File: config.mk
export PLATFORM = sky130hd
export DESIGN_NAME = fsm_sequencer
export DESIGN_NICKNAME = d
export VERILOG_FILES = /design/src/rtl/fsm_seq_pkg.sv /design/src/rtl/fsm_tick_gen.sv /design/src/rtl/fsm_sequencer.sv
export SDC_FILE = /design/constraint.sdc
export NUM_CORES = 1
export LEC_CHECK = 0
export BUFFER_PORTS_ARGS = -buffer_cell sky130_fd_sc_hd__buf_2
export CORE_MARGIN = 5
export CORE_UTILIZATION = 54
export DETAILED_ROUTE_END_ITERATION = 10
export GPL_TIMING_DRIVEN = 0
export PLACE_DENSITY_LB_ADDON = 0.05
export SLEW_MARGIN = 10
export SYNTH_ARGS = -nofsm -noshare
export SYNTH_HDL_FRONTEND = slang
export SYNTH_SLANG_ARGS = --single-unit
File: constraint.sdc
create_clock -name clk -period 3.5 [get_ports clk]
set_clock_uncertainty 0.05 [all_clocks]
set_input_delay 0.35 -clock clk [delete_from_list [all_inputs] [get_ports clk]]
set_output_delay 0.35 -clock clk [all_outputs]
set_load 0.01 [all_outputs]
File: src/rtl/fsm_seq_pkg.sv
// fsm_seq_pkg: state encoding and default display patterns for the sequencer
package fsm_seq_pkg;

    typedef enum logic [1:0] {
        IDLE  = 2'd0,
        COUNT = 2'd1,
        WAIT  = 2'd2,
        DONE  = 2'd3
    } state_t;

    localparam logic [7:0] PAT_IDLE_DEF = 8'd0;
    localparam logic [7:0] PAT_WAIT_DEF = 8'd5;
    localparam logic [7:0] PAT_DONE_DEF = 8'd15;

    localparam int PRESCALE_W = 24;

endpackage

File: src/rtl/fsm_tick_gen.sv
// fsm_tick_gen: one-cycle tick every PRESCALE cycles while run is high
module fsm_tick_gen
    import fsm_seq_pkg::*;
#(
    parameter int PRESCALE = 10_000_000
) (
    input  logic clk,
    input  logic reset,
    input  logic run,
    output logic tick
);

    logic [PRESCALE_W-1:0] cnt;

    assign tick = run && (cnt == PRESCALE_W'(PRESCALE - 1));

    always_ff @(posedge clk) begin
        if (reset || !run)
            cnt <= '0;
        else
            cnt <= tick ? '0 : cnt + 1'b1;
    end

endmodule

File: src/rtl/fsm_sequencer.sv
// fsm_sequencer: IDLE -> COUNT -> WAIT -> DONE sequencer with prescaled timing and led patterns
module fsm_sequencer
    import fsm_seq_pkg::*;
#(
    parameter int                OUT_W    = 8,
    parameter int                CNT_W    = 8,
    parameter int                PRESCALE = 10_000_000,
    parameter logic [OUT_W-1:0]  PAT_IDLE = OUT_W'(PAT_IDLE_DEF),
    parameter logic [OUT_W-1:0]  PAT_WAIT = OUT_W'(PAT_WAIT_DEF),
    parameter logic [OUT_W-1:0]  PAT_DONE = OUT_W'(PAT_DONE_DEF)
) (
    input  logic             clk,
    input  logic             reset,
    input  logic             start,
    input  logic             advance,
    input  logic             abort,
    input  logic [CNT_W-1:0] count_len,
    input  logic [CNT_W-1:0] wait_len,
    output logic [OUT_W-1:0] led_out,
    output logic [1:0]       state,
    output logic             busy,
    output logic             done_pulse
);

    state_t           st;
    logic [CNT_W-1:0] step;
    logic [CNT_W-1:0] count_q;
    logic [CNT_W-1:0] wait_q;
    logic [CNT_W-1:0] count_last_step;
    logic             tick;
    logic             count_last;
    logic             wait_last;

    fsm_tick_gen #(.PRESCALE(PRESCALE)) u_tick (
        .clk   (clk),
        .reset (reset),
        .run   (st != IDLE),
        .tick  (tick)
    );

    // a zero count length behaves as one tick
    assign count_last_step = (count_q == '0) ? '0 : count_q - 1'b1;
    assign count_last      = step == count_last_step;
    assign wait_last       = (wait_q != '0) && (step == wait_q - 1'b1);
    assign state           = st;

    always_ff @(posedge clk) begin
        if (reset) begin
            st         <= IDLE;
            step       <= '0;
            count_q    <= '0;
            wait_q     <= '0;
            led_out    <= PAT_IDLE;
            busy       <= 1'b0;
            done_pulse <= 1'b0;
        end else begin
            done_pulse <= 1'b0;
            if (abort) begin
                st      <= IDLE;
                step    <= '0;
                led_out <= PAT_IDLE;
                busy    <= 1'b0;
            end else begin
                case (st)
                    IDLE: if (start) begin
                        st      <= COUNT;
                        count_q <= count_len;
                        wait_q  <= wait_len;
                        step    <= '0;
                        led_out <= '0;
                        busy    <= 1'b1;
                    end
                    COUNT: if (tick) begin
                        if (count_last) begin
                            st      <= WAIT;
                            step    <= '0;
                            led_out <= PAT_WAIT;
                        end else begin
                            step    <= step + 1'b1;
                            led_out <= OUT_W'(step + 1'b1);
                        end
                    end
                    WAIT: begin
                        // advance and expiry together still produce a single entry into DONE
                        if (advance || (tick && wait_last)) begin
                            st         <= DONE;
                            led_out    <= PAT_DONE;
                            done_pulse <= 1'b1;
                        end else if (tick && wait_q != '0) begin
                            step <= step + 1'b1;
                        end
                    end
                    DONE: if (advance) begin
                        st      <= IDLE;
                        led_out <= PAT_IDLE;
                        busy    <= 1'b0;
                    end
                endcase
            end
        end
    end

endmodule

==> impl_metrics.py <==
metrics = {
    "global_routing": {
        "grt_use_total_pct": 21.4,
        "antenna_found_initial": 0,
        "grt_pass1_vias": 2976,
        "grt_pass1_wl_um": 13300,
        "grt_max_degree": 11,
        "grt_overflow_total": 0,
    },
    "logic_synthesis": {
        "ys_seq_area_share_pct": 35.2,
        "syn-num-nets": 450,
        "syn_inst": 421,
        "yosys.area_share.simple_pct": 31.5,
        "avgSynthCellArea_um2": 8.10,
        "yosysUniqueCellTypes": 59,
        "ys_ff_latch": 60,
        "synth_compound_area_share_pct": 15.6,
        "yosys_warnings": 0,
        "synth-async-reset-ratio_pct": 0,
        "ys.flop_type": "dfxtp_1",
        "synth_edf_count": 0,
        "synthMuxAreaShare_pct": 1.51,
        "synth_top_family_by_area": "simple AND/OR/NAND/NOR gates",
        "synth_area_um2": 3410,
        "synthAdderAreaFrac_pct": 2.94,
        "synth_xor_area_share_pct": 9.25,
    },
    "timing": {
        "finalHoldViolCount": 0,
        "setup_slack_ns": 0.519,
        "max_slew_margin_pct": 62.1,
        "final-max-slew-violation-count": 0,
        "post-route-period-util_pct": 85.2,
        "setup_violations": 0,
        "worst_pin_slew_ns": 0.564,
        "fin_tns_setup_ns": 0,
        "fmax_ghz": 0.335,
        "fin_crit_ns": 2.98,
        "rsz0062_at_grt": "no",
        "hold-worst-slack_ns": 0.184,
    },
    "outcome": {
        "outcome": "finished, final reports clean",
    },
    "floorplan": {
        "core-area_um2": 6240,
        "fp-row-count": 29,
        "die_h_um": 89.4,
        "initial_core_util_pct": 54.6,
        "die_w_um": 89.4,
        "dieArea_um2": 8000,
        "io_pins": 33,
    },
    "drt": {
        "final_antenna_net_count": 0,
        "viasPerCell": 5.69,
        "via_count": 3088,
        "drt-met1-wl_um": 3570,
        "drtIter0Drc": 115,
        "met3_length_um": 283,
        "drc": 0,
        "wl_per_cell_um": 14.4,
        "wirelength_um": 7820,
        "dr.pass1.iters": 4,
        "wl_met2_um": 3840,
        "highest_layer": "met4",
    },
    "placement": {
        "gp_congestion": 0.888,
        "dpl_cell_area_um2": 3660,
        "place.detailed.hpwl_um": 5850,
        "io_buffers": 31,
        "dpl_worst_slack_ns": 0.601,
        "place_inst": 529,
    },
    "clock_network": {
        "worst_skew_pair.late_latency_ns": 0.34,
        "cts_hold_buf": 0,
        "clk_path_buf_depth": 2,
        "cts_root_buf": "clkbuf_8",
        "path_clk_slew_ns": 0.06,
        "postCtsResizedCells": 0,
        "clock-sinks": 60,
        "htreeDepth": 3,
        "cts_tree": "done",
        "cts_buffers": 9,
        "postCtsSetupBuffers": 0,
    },
    "cells_and_area": {
        "drive_above_1_share_pct": 14.6,
        "fin_cells": 543,
        "synthToLayoutAreaGrowth_pct": 12.0,
        "fillers": 570,
        "fin_area_um2": 3820,
        "final_nets": 492,
        "post-route-util_pct": 61.1,
        "n_antenna_cell": 0,
    },
    "worst_setup_path": {
        "required_ns": 3.67,
        "critical_path.max_fanout": 10,
        "worstSetupPathType": "reg2reg",
        "cp.arrival_ns": 3.15,
        "end_kind": "flop",
        "start_kind": "flop",
    },
    "run": {
        "drv_cap": 0,
    },
    "pwr": {
        "total_power_mw": 1.46,
        "leakagePower_nw": 1.44,
        "max-vdd-ir-drop_v": 0.000251,
        "powerDensity_nw_per_um2": 383,
    },
    "min_path": {
        "hold_class": "in2reg",
    },
}
## metal layers
layer,track usage (%),vias up
met1,25.7,1453
met5,0,-
met2,36.8,56
li1,-,1566
met4,9.07,0
met3,4.42,13
## cell usage in the layout, fill, tap and decap left out, types with 12 or more instances in the layout
master and instances:
inv_1 13, nor2_1 42, a21oi_1 30, buf_2 34, clkbuf_1 16, dfxtp_1 60
xnor2_1 13, o21ai_0 12, xor2_1 23, nand2_1 64, nand3_1 18
## final timing paths
check	startpoint	end	slack, ns	depth (start not counted)
min	abort	done_pulse	0.18	2
max reg2reg	state[0]	step[3]	0.52	10
max	state[0]	step[3]	0.52	10
min reg2reg	u_tick.cnt[0]	u_tick.cnt[0]	0.40	1
## layout make-up
class / instances / area, um^2 / share of cell area [%]
multi-input combinational: 328 / 2070 / 54.3
inverter: 13 / 48.8 / 1.28
tap: 77 / 96.3 / 2.52
sequential: 60 / 1200 / 31.5
timing repair buffer: 31 / 155 / 4.07
clock inverter: 3 / 15.0 / 0.393
buffer: 20 / 86.3 / 2.26
clock buffer: 11 / 141 / 3.70
## synth_stat cells, types with 3 or more instances
master / n / share of area (%)
a21oi_1: 30 / 4.4
nor2_1: 42 / 4.6
o2bb2ai_1: 3 / 0.77
o21ai_0: 12 / 1.8
and3_1: 7 / 1.3
inv_1: 13 / 1.4
ha_1: 8 / 2.9
or3_1: 5 / 0.92
nor3_1: 10 / 1.5
or2_2: 4 / 0.73
mux2i_1: 4 / 1.2
and2_1: 3 / 0.55
nand2_1: 64 / 7.0
nand4_1: 10 / 1.8
xnor2_1: 13 / 3.3
clkbuf_1: 15 / 1.7
o21bai_1: 3 / 0.66
nand2b_1: 4 / 0.73
buf_2: 3 / 0.44
o22ai_1: 4 / 0.73
a32o_1: 4 / 1.2
nor4b_1: 5 / 1.3
o21ai_1: 4 / 0.59
nor4_2: 3 / 1.1
nor2b_1: 5 / 0.92
xor2_1: 23 / 5.9
nor4bb_1: 3 / 0.88
dfxtp_1: 60 / 35
nand3_1: 18 / 2.6
## power by group
group | switching (mW) | internal (mW)
sequential | 0.0180 | 0.696
clock | 0.255 | 0.264
combinational | 0.135 | 0.0950
total | 0.408 | 1.06
## registers in the layout, summed over array words and instances (netlist names)
register	flops
wait_q	8
u_tick.cnt	24
led_out	8
state	2
step	8
done_pulse	1
count_q	8
busy	1
## worst max-delay path, cell delays in order, from the launching register on
cell	delay (ns)
dfxtp_1	0.39
inv_1	0.08
ha_1	0.30
nor4b_1	0.29
nand3_1	0.12
nor4_1	0.52
nand3_1	0.13
o21ai_1	0.27
clkbuf_1	0.40
o2bb2ai_1	0.13
o21bai_1	0.17
## kinds of logic (layout without fill, tap and decap cells)
| kind of cell | count (synthesis) | in the layout |
|---|---|---|
| simple gates | 200 | 200 |
| compound gates | 79 | 79 |
| flops | 60 | 60 |
| xor+xnor | 36 | 36 |
| buf+inv | 33 | 78 |
| fa+ha+maj | 8 | 8 |
| mux | 5 | 5 |
Note: power is estimated with default switching activity, not from simulation.
